===== src/rtl/icache_refill_fsm.sv =====
`default_nettype none
// ============================================================================
// Module      : icache_refill_fsm
// Description : Instruction-cache miss handler. Issues one block read to DRAM
//               per miss, writes the returned block into the icache and stalls
//               fetch until the fill completes.
// Revision    : 1.0 - initial release
// ============================================================================
module icache_refill_fsm #(
    parameter int ADDR_WIDTH  = 32,
    parameter int BLOCK_SIZE  = 64,
    parameter int OFFSET_BITS = 3,
    parameter int CNT_WIDTH   = 16
) (
    input  logic                  clk,
    input  logic                  rst,
    input  logic                  miss_valid,
    input  logic [ADDR_WIDTH-1:0] miss_PC,
    input  logic                  recovery_PC_valid,
    input  logic                  dram_req_ready,
    output logic                  dram_req_valid,
    output logic [ADDR_WIDTH-1:0] dram_req_addr,
    input  logic                  dram_response_valid,
    input  logic [BLOCK_SIZE-1:0] dram_response,
    output logic                  icache_we,
    output logic [ADDR_WIDTH-1:0] icache_waddr,
    output logic [BLOCK_SIZE-1:0] icache_wdata,
    output logic                  fetch_stall,
    output logic [CNT_WIDTH-1:0]  miss_count
);

    typedef enum logic [1:0] {
        S_IDLE = 2'd0,
        S_REQ  = 2'd1,
        S_WAIT = 2'd2,
        S_FILL = 2'd3
    } state_t;

    localparam logic [ADDR_WIDTH-1:0] c_offset_mask = ADDR_WIDTH'((64'd1 << OFFSET_BITS) - 64'd1);
    localparam logic [CNT_WIDTH-1:0]  c_cnt_one     = CNT_WIDTH'(1);

    state_t                r_state;
    state_t                w_next_state;
    logic [ADDR_WIDTH-1:0] r_addr;
    logic [BLOCK_SIZE-1:0] r_data;
    logic [CNT_WIDTH-1:0]  r_count;
    logic [ADDR_WIDTH-1:0] w_pc_aligned;

    assign w_pc_aligned = miss_PC & ~c_offset_mask;

    always_ff @(posedge clk) begin
        if (rst) begin
            r_state <= S_IDLE;
        end else begin
            r_state <= w_next_state;
        end
    end

    // Redirect is only honoured before the handshake; once the request is
    // accepted the returned block is still valid for r_addr and is filled.
    always_comb begin
        w_next_state = r_state;
        case (r_state)
            S_IDLE: if (miss_valid)          w_next_state = S_REQ;
            S_REQ: begin
                if (recovery_PC_valid)       w_next_state = S_IDLE;
                else if (dram_req_ready)     w_next_state = S_WAIT;
            end
            S_WAIT: if (dram_response_valid) w_next_state = S_FILL;
            S_FILL:                          w_next_state = S_IDLE;
            default:                         w_next_state = S_IDLE;
        endcase
    end

    always_ff @(posedge clk) begin
        if (rst) begin
            r_addr  <= '0;
            r_data  <= '0;
            r_count <= '0;
        end else begin
            if (r_state == S_IDLE && miss_valid) begin
                r_addr <= w_pc_aligned;
            end
            if (r_state == S_WAIT && dram_response_valid) begin
                r_data <= dram_response;
            end
            if (r_state == S_FILL && r_count != '1) begin
                r_count <= r_count + c_cnt_one;
            end
        end
    end

    assign dram_req_valid = (r_state == S_REQ);
    assign dram_req_addr  = r_addr;
    assign icache_we      = (r_state == S_FILL);
    assign icache_waddr   = r_addr;
    assign icache_wdata   = r_data;
    assign fetch_stall    = (r_state != S_IDLE);
    assign miss_count     = r_count;

    a_no_req_and_fill : assert property (@(posedge clk) disable iff (rst)
        !(dram_req_valid && icache_we));
    a_single_cycle_fill : assert property (@(posedge clk) disable iff (rst)
        icache_we |=> !icache_we);

endmodule
`default_nettype wire


===== config.mk =====
export PLATFORM = sky130hd
export DESIGN_NAME = icache_refill_fsm
export DESIGN_NICKNAME = d
export VERILOG_FILES = /design/src/rtl/icache_refill_fsm.sv
export SDC_FILE = /design/constraint.sdc
export NUM_CORES = 1
export LEC_CHECK = 0
export ABC_AREA = 1
export BUFFER_PORTS_ARGS = -buffer_cell sky130_fd_sc_hd__buf_2
export CAP_MARGIN = 15
export CELL_PAD_IN_SITES_DETAIL_PLACEMENT = 1
export CELL_PAD_IN_SITES_GLOBAL_PLACEMENT = 1
export CORE_MARGIN = 1.5
export CORE_UTILIZATION = 34
export CTS_BUF_LIST = sky130_fd_sc_hd__clkbuf_4 sky130_fd_sc_hd__clkbuf_8
export DETAILED_ROUTE_END_ITERATION = 7
export GPL_ROUTABILITY_DRIVEN = 0
export GPL_TIMING_DRIVEN = 0
export PLACE_DENSITY = 0.88
export SLEW_MARGIN = 20
export SYNTH_ARGS = -nofsm -noshare
export SYNTH_HDL_FRONTEND = slang
export SYNTH_SLANG_ARGS = --single-unit

===== constraint.sdc =====
create_clock -name clk -period 2.8 [get_ports clk]
set_input_delay 0.56 -clock clk [delete_from_list [all_inputs] [get_ports clk]]
set_output_delay 0.56 -clock clk [all_outputs]
set_load 0.02 [all_outputs]

==> results of run 1 <==
==> registers in the layout, indices dropped and copies added, names as in the netlist, named ones only <==
| name | cells |
|---|---|
| dram_req_addr | 29 |
| icache_wdata | 64 |
| miss_count | 16 |
| r_state | 1 |
==> stage by stage <==
| stage | power, mW | setup slack (ns) | hold WS [ns] | util, % |
|---|---|---|---|---|
| after global routing | 3.322 | 0.6807 | 0.4331 | 47.09 |
| after global placement | 2.253 | 0.8054 | 0.4284 | 45.68 |
| after floorplan | 2.048 | 1.252 | 0.5196 | - |
| after detailed placement | 2.270 | 0.7828 | 0.4345 | 45.68 |
| final | 3.172 | 0.8187 | 0.4305 | 47.09 |
| after CTS | 3.204 | 0.7777 | 0.4107 | 47.09 |
==> how the worst min path moves through the flow <==
stage | from | to | slack, ns | depth (start not counted)
floorplan | icache_wdata[42] | icache_wdata[42] | 0.52 | 2
global placement | icache_wdata[17] | icache_wdata[17] | 0.43 | 2
detailed placement | icache_wdata[60] | icache_wdata[60] | 0.43 | 2
CTS | miss_PC[13] | dram_req_addr[13] | 0.41 | 3
global route | miss_PC[26] | dram_req_addr[26] | 0.43 | 3
finish | miss_PC[15] | dram_req_addr[15] | 0.43 | 3
==> kinds of logic (layout without fill, tap and decap cells) <==
kind of cell	count (synthesis)	count (layout)
adders and majority gates	1	1
buffers and inverters	153	408
AOI/OAI and AO/OA	177	177
DFF	111	111
other	1	6
xor gates and xnor gates	2	2
and+or+nand+nor	175	175
==> cells in the mapped netlist (all sizes together) <==
cell | count | share of area [%]
a21oi | 79 | 8.5
buf | 51 | 7.6
clkbuf | 17 | 1.4
clkinv | 1 | 0.081
conb | 1 | 0.081
dfxtp | 111 | 48
ha | 1 | 0.27
inv | 84 | 6.8
nand2 | 47 | 4.0
nand3 | 17 | 1.9
nand3b | 2 | 0.32
nand4 | 4 | 0.86
nor2 | 103 | 8.9
nor3 | 2 | 0.22
o2111ai | 1 | 0.19
o21ai | 97 | 10
xor2 | 2 | 0.38
==> placed cells by master, fill, tap and decap left out, drive strengths merged <==
| cell type | n |
|---|---|
| nand2 | 47 |
| buf | 290 |
| a21oi | 79 |
| nand4 | 4 |
| clkinvlp | 2 |
| conb | 6 |
| xor2 | 2 |
| clkbuf | 29 |
| inv | 85 |
| ha | 1 |
| nor3 | 2 |
| clkinv | 2 |
| nor2 | 103 |
| nand3 | 17 |
| o2111ai | 1 |
| o21ai | 97 |
| nand3b | 2 |
| dfxtp | 111 |
==> critical path, stage by stage, from the launching register on <==
cell     delay, ns
dfxtp_1       0.32
buf_2         0.18
nand2_2       0.18
inv_1         0.18
buf_2         0.19
==> power breakdown <==
part | switching [mW] | internal, mW
Sequential | 0.0439 | 1.64
Clock | 0.561 | 0.385
Combinational | 0.319 | 0.223
==> layout make-up <==
class                           count  area, um2
Fill cell                        1774       7034
Sequential cell                   111       2222
Multi-Input combinational cell    361       1695
Timing Repair Buffer              239       1196
Buffer                             68      420.4
Inverter                           85      319.1
Tap cell                          176      220.2
Clock buffer                       12      158.9
Clock inverter                      4      28.78
==> layer usage <==
layer,up-vias,wire length [um],track usage (%)
met3,20,1203,6.321
met2,182,7586,38.69
met1,2263,5957,22.43
met4,0,277,7.217
met5,-,0,0
li1,2436,-,-
==> summary by stage, run 1 <==
Die
The area enclosed by the die boundary is 14,350 um2. The core area is 13,300 um2. For this configuration, the core starts out at a cell density of 34.89%. During I/O placement, the number of pins put on the boundary was 249.

In this run the core area contains 42 standard-cell rows. The x dimension of the die is 119.8 um. The overall die height is 119.8 um.

Synthesis
The total of warnings raised by yosys is 0. Of the synthesized area, sequential elements account for 47.91%. Summing the areas of all and, or, nand and nor instances in the mapped netlist gives 16.24% of the synthesized area. The post-synthesis area per instance is 7.481 um2. The main combinational cell family by area after synthesis is compound AO/OA/AOI/OAI gates.

Of the total synthesized cell area, the portion taken by XOR and XNOR cells is 0.3777%. Synthesis produced a netlist whose cell count is 620. The synthesized netlist devotes 0.2698% of its cell area to adder and majority cells.

The distinct cell type count of the synthesized netlist is 26. The synthesized design contains 111 register bits. The post-synthesis instance area is 4638 um2. The share of cell area taken by muxes after synthesis is 0%.

The complex-gate fraction of the synthesized area is 19.18%.

Setup path
The destination of the critical timing path is icache_we. STA classifies the critical path startpoint as a register. The class of the most critical setup path is register to primary output.

The worst register-to-register path has a setup slack of 1.20 ns. The endpoint required time on the critical path is 2.24 ns. Counting cells, the worst reg-to-reg path comes to 7. The element type at the critical path end is a primary output. The endpoint arrival time on the critical path is 1.42 ns. The maximum fanout count along the critical path is 9. The startpoint of the lowest-slack register-to-register path is miss_count[0]. The terminus of the critical flop-to-flop path is miss_count[13].

Drt
The detailed router's first-iteration violation count is 181. The routed layout has 4,901 vias. The pre-antenna-repair detailed-routing pass consisted of 4 iterations. The post-route antenna net violation count is 0.

After detailed routing, the number of remaining DRC violations is 0. In the routed layout, each cell is associated on average with a via count of 4.641. Dividing the detail-routed wire length by the instance count gives 14.23 um. The total routed wirelength is 15.02 mm.

Clocking
After clock tree synthesis, the flow added hold-fix buffers numbering 0. The later pin in the worst-skew pair is clocked with a latency of 0.38 ns. The post-cts repair resize count is 0. After clock tree synthesis, the setup repair step added 0 buffers. The clock tree buffer depth is 2. The CTS tree is yes. The clock drives 111 sinks.

After clock tree synthesis, the clock-pin slew on the worst setup and hold paths is 0.10 ns. The tree is rooted in a clkbuf_8. Counting the buffers created by CTS gives 9. The number of levels in the clock H-tree is 3.

Global route
The total grt overflow is 0. The number of global-route vias before repair is 4,896. The first global-routing pass estimated 23.78 mm of wire. Global routing used 20.89% of the available tracks. The initial antenna violation count is 0. The largest net degree at the start of global routing is 18.

Status
The flow ran to the end, and the final reports show no timing, DRC or antenna violations.

Timing
Setup violations remaining at the end of the flow were counted as 0. Setup repair after global routing left no endpoint under its margin. The time the final worst path needs with I/O delays and setup is 1.981 ns. Timing would allow up to 504.7 MHz. The clock skew after layout is 0.01084 ns. The final number of hold-violating endpoints is 0.

The number of pins exceeding their max-slew limit in the final report is 0. The setup TNS after final layout is 0 ns. The part of the cycle the worst path needs is 70.76%.

Power
In this run the power density over the cells is 506.6 nW/um2. The static power due to leakage is 3.043 nW. The maximum resistive drop on vdd is 0.3420 mV.

Cells and area
In the final design database the tool counted 978 nets. The layout cell share with drive strength beyond 1 is 36.59%. The area growth from synthesis to layout is 34.99%. Once layout is complete, the cells apart from fillers number 1,056. The antenna diode count is 0. Summing all non-filler instances in the final layout gives an area of 6261 um2.

Placed design
Summed over all nets, the half-perimeter wirelength after detailed placement is 11.92 mm. The number of I/O port buffers is 239. After detailed placement, the design holds a cell count of 1,040. The post-detailed-placement cell area is 6073 um2.

Hold path
The type of the worst min-delay path is primary input to register.

Job
The count of max-cap constraint violations is 0.
Note: power is estimated with default switching activity, not from simulation.
==> inputs of run 2 (changes only) <==
--- a/config.mk
+++ b/config.mk
@@ -5,18 +5,18 @@
 export SDC_FILE = /design/constraint.sdc
 export NUM_CORES = 1
 export LEC_CHECK = 0
-export ABC_AREA = 1
+export ABC_AREA = 0
 export BUFFER_PORTS_ARGS = -buffer_cell sky130_fd_sc_hd__buf_2
 export CAP_MARGIN = 15
 export CELL_PAD_IN_SITES_DETAIL_PLACEMENT = 1
 export CELL_PAD_IN_SITES_GLOBAL_PLACEMENT = 1
 export CORE_MARGIN = 1.5
-export CORE_UTILIZATION = 34
+export CORE_UTILIZATION = 28
 export CTS_BUF_LIST = sky130_fd_sc_hd__clkbuf_4 sky130_fd_sc_hd__clkbuf_8
 export DETAILED_ROUTE_END_ITERATION = 7
 export GPL_ROUTABILITY_DRIVEN = 0
 export GPL_TIMING_DRIVEN = 0
-export PLACE_DENSITY = 0.88
+export PLACE_DENSITY = 0.79
 export SLEW_MARGIN = 20
 export SYNTH_ARGS = -nofsm -noshare
 export SYNTH_HDL_FRONTEND = slang
==> constraint.sdc (replaced) <==
create_clock -name clk -period 1.6 [get_ports clk]
set_input_delay 0.32 -clock clk [delete_from_list [all_inputs] [get_ports clk]]
set_output_delay 0.32 -clock clk [all_outputs]
set_load 0.02 [all_outputs]
==> run 2 against run 1 <==
Net effect:
- the flow now finishes with violations (negative setup slack)
- first-iteration DRC count is 0.55% higher
- worst setup slack worse by 0.97 ns
- global-route usage is 2.8 points lower
- critical path type is now register to register
- critical endpoint is now miss_count[11]
- largest cell class unchanged
==> summary by stage, run 2 <==
Status
The flow ran to the end, but the final reports show violations. The checks that failed: negative setup slack.

Setup path
The highest cell delay on the worst timing path came to 0.49 ns (+0.17 ns). The slack of the worst reg-to-reg path is -0.15 ns (-1.35 ns). On the critical path the largest part of the delay comes from simple AND/OR/NAND/NOR gates. The element type at the critical path start is a register. The maximum fanout count along the critical path was 8 (-1). The critical path is of the register to register type. The endpoint arrival time on the critical path is 2.07 ns (+0.65 ns). The slowest stage of the critical path is the or4_1 cell. The critical path goes through and4_4, or3b_4, or4_1, a21oi_1. The endpoint required time on the critical path is 1.92 ns (-0.32 ns). The element type at the critical path end is a register. The buffer and inverter count on the worst path is 0 (-3).

Synthesis
The post-synthesis instance area is 4310 um2 (-7.1%). The main combinational cell family by area after synthesis is simple AND/OR/NAND/NOR gates. The share of cell area taken by muxes after synthesis is 0.2612% (+0.26 points).

The commonest cells after synthesis are 194 x nand2_1, 111 x dfxtp_1, 106 x a21oi_1. The distinct cell type count of the synthesized netlist came to 35 (+35%). The fraction of the mapped netlist area in adder cells is 0.2903% (+0.021 points). The share of the synthesized area in the top cell type came to 51.55% (+3.6 points). After synthesis, the cell types taking the most area are dfxtp_1 52%, nand2_1 17%, a21oi_1 12%, buf_4 6.1%, clkbuf_1 2.7%. The count of flip-flops with a built-in enable after synthesis was 0 (unchanged). The complex-gate fraction of the synthesized area is 15.44% (-3.7 points). The total of warnings raised by yosys came to 0 (unchanged). The post-synthesis xor/xnor area fraction was 0% (-0.38 points). The fraction of the mapped netlist area in simple logic gates came to 22.82% (+6.6 points). The async set-reset flop share out of synthesis came to 0% (unchanged). In the post-synthesis netlist, the cell with the most instances is nand2_1. The post-synthesis area per instance is 7.851 um2 (+5.0%). dfxtp_1 takes more of the synthesized area than any other cell. For this run, the leading register cell type out of synthesis is dfxtp_1.

The number of synthesized register bits came to 111 (unchanged). The register area share after synthesis was 51.55% (+3.6 points). The gate count after technology mapping came to 549 (-11%).

Clocking
The number of buffers inserted for hold repair after clock tree synthesis is 0 (unchanged). The clock tree buffer depth is 2 (unchanged). The number of levels in the clock H-tree is 3 (unchanged).

TritonCTS built the clock tree. The clock transition time at the flip-flop clock pins of the worst setup and hold paths is 0.11 ns (about the same). The TritonCTS sink count is 111 (unchanged). The clock latency of the later-clocked register in the worst-skew pair is 0.38 ns (about the same). The tree is rooted in a clkbuf_8. The total clock buffers created by CTS is 9 (unchanged).

Timing
At the pin with the least slew margin, the transition time is 0.6514 ns. Setup repair after global routing could not meet its margin everywhere. In this run the tightest slew margin relative to its limit is 56.57%. The clock skew after layout is 0.007618 ns (-0.003226 ns). The final setup violation count is 13 (+13). The number of pins exceeding their max-slew limit in the final report was 0 (unchanged). The time the final worst path needs with I/O delays and setup is 1.753 ns. Based on the critical path, the design can be clocked at up to 570.6 MHz. The part of the cycle the worst path needs is 109.5%. The final number of hold-violating endpoints was 0 (unchanged). The worst hold slack after final layout came to 0.1608 ns (-0.2697 ns). The final setup slack of the worst path is -0.1527 ns (-0.9713 ns).

Cells and area
The flip-flop count of the largest register after layout is 64 (unchanged). The library cell used most frequently in the layout, excluding fill and tap cells, is buf_2. The antenna diode count came to 0 (unchanged). From synthesis to final layout, the design area changed by 44.85%.

The total number of nets in the final design is 921 (-5.8%). The layout cell share with drive strength beyond 1 is 43.50% (+6.9 points). In the layout the commonest cells are 242 x buf_2, 193 x nand2_1, 105 x a21oi_1.

Global route
The first-pass GRT wire length is 22.95 mm (-3.5%). The largest net degree at the start of global routing is 18 (unchanged). The global router's overall resource usage is 18.10% (-2.8 points). The total grt overflow is 0 (unchanged). The number of global-route vias before repair is 4,446 (-9.2%). The initial antenna violation count came to 0 (unchanged).

Die
The overall die height is 127.1 um (+6.1%). The I/O pin total is 249 (unchanged). The number of placement rows is 45 (+7.1%). The core area is 15,090 um2 (+13%). The initial core utilization is 28.57% (-6.3 points).

The area enclosed by the die boundary is 16,150 um2 (+13%). The x dimension of the die was 127.1 um (+6.1%).

Drt
The detailed router's first-iteration violation count is 182 (+0.55%). The detail-routed via count per cell is 4.583 (-1.3%). The number of design rule violations left after detail routing is 0 (unchanged).

The post-route antenna net violation count is 0 (unchanged). The total routed wirelength is 15.04 mm (+0.12%). The average wire per cell in the routed design came to 14.88 um (+4.6%). The via count was 4,633 (-5.5%). The first-pass detailed-route iteration total is 4 (unchanged).

Power
The maximum resistive drop on vdd was 0.3427 mV (+0.21%). The static power due to leakage is 2.942 nW (-3.3%). The power density over the cells came to 853.2 nW/um2 (+68%).

Placed design
The post-place setup slack was -0.5174 ns (-1.300 ns). The number of I/O port buffers is 239 (unchanged). The sum of net half-perimeters after detailed placement was 11.18 mm (-6.2%).

Job
The count of max-cap constraint violations came to 0 (unchanged).

Hold path
The type of the worst min-delay path is primary input to register.
-- run 2: final cells by class --
| type | instances | area, um2 |
|---|---|---|
| fill | 1945 | 8846 |
| timing repair buffer | 255 | 1321 |
| clock buffer | 10 | 137.6 |
| buffer | 68 | 421.7 |
| inverter | 4 | 15.01 |
| clock inverter | 6 | 60.06 |
| sequential | 111 | 2248 |
| tap | 188 | 235.2 |
| multi-input combinational | 369 | 1804 |
-- run 2: report_power, final --
part | total [mW] | leakage, nW | switching (mW) | internal (mW)
logic | 0.708 | 1.94 | 0.417 | 0.291
registers | 2.87 | 0.907 | 0.0505 | 2.82
clock network | 1.74 | 0.0981 | 0.985 | 0.760
-- run 2: kinds of logic after synthesis --
group	after synthesis
compound gates	125
simple gates	236
other cells	1
mux	1
buf+inv	74
flops	111
fa+ha+maj	1
-- run 2: final timing paths --
check | from | end | depth (start not counted)
max | miss_count[2] | miss_count[11] | 4
min | miss_PC[22] | dram_req_addr[22] | 3
min reg2reg | icache_wdata[34] | icache_wdata[34] | 2
max reg2reg | miss_count[2] | miss_count[11] | 4
-- run 2: stage by stage --
step / setup TNS [ns] / instances / area [um2] / total power [mW] / util (%)
after floorplan: -0.6069 / 554 / 4364 / 3.332 / -
after global placement: -21.98 / 981 / 5796 / 3.632 / 38.41
after CTS: -1.016 / 1004 / 6140 / 5.401 / 40.69
after global routing: -2.342 / 1011 / 6243 / 5.577 / 41.38
after detailed placement: -27.50 / 981 / 5796 / 3.647 / 38.41
final: -1.018 / 1011 / 6243 / 5.327 / 41.38
-- run 2: tightest hold or removal path: stages --
cell,delay (ns)
buf_2,0.10
nand2_1,0.05
a21oi_1,0.05
-- run 2: routing by layer --
| layer | up-vias | wire (um) | GRT usage [%] |
|---|---|---|---|
| li1 | 2306 | - | - |
| met1 | 2150 | 6260 | 20.79 |
| met2 | 165 | 7508 | 32.29 |
| met3 | 12 | 1081 | 5.109 |
| met4 | 0 | 192 | 6.217 |
| met5 | - | 0 | 0 |
-- run 2: repair_timing --
item	CTS	global route
endpoints found under the setup margin	87	98
hold endpoints to repair	0	0
setup buffers	8	7
cloned	1	0
gates resized for setup	32	20
pin swaps	14	7
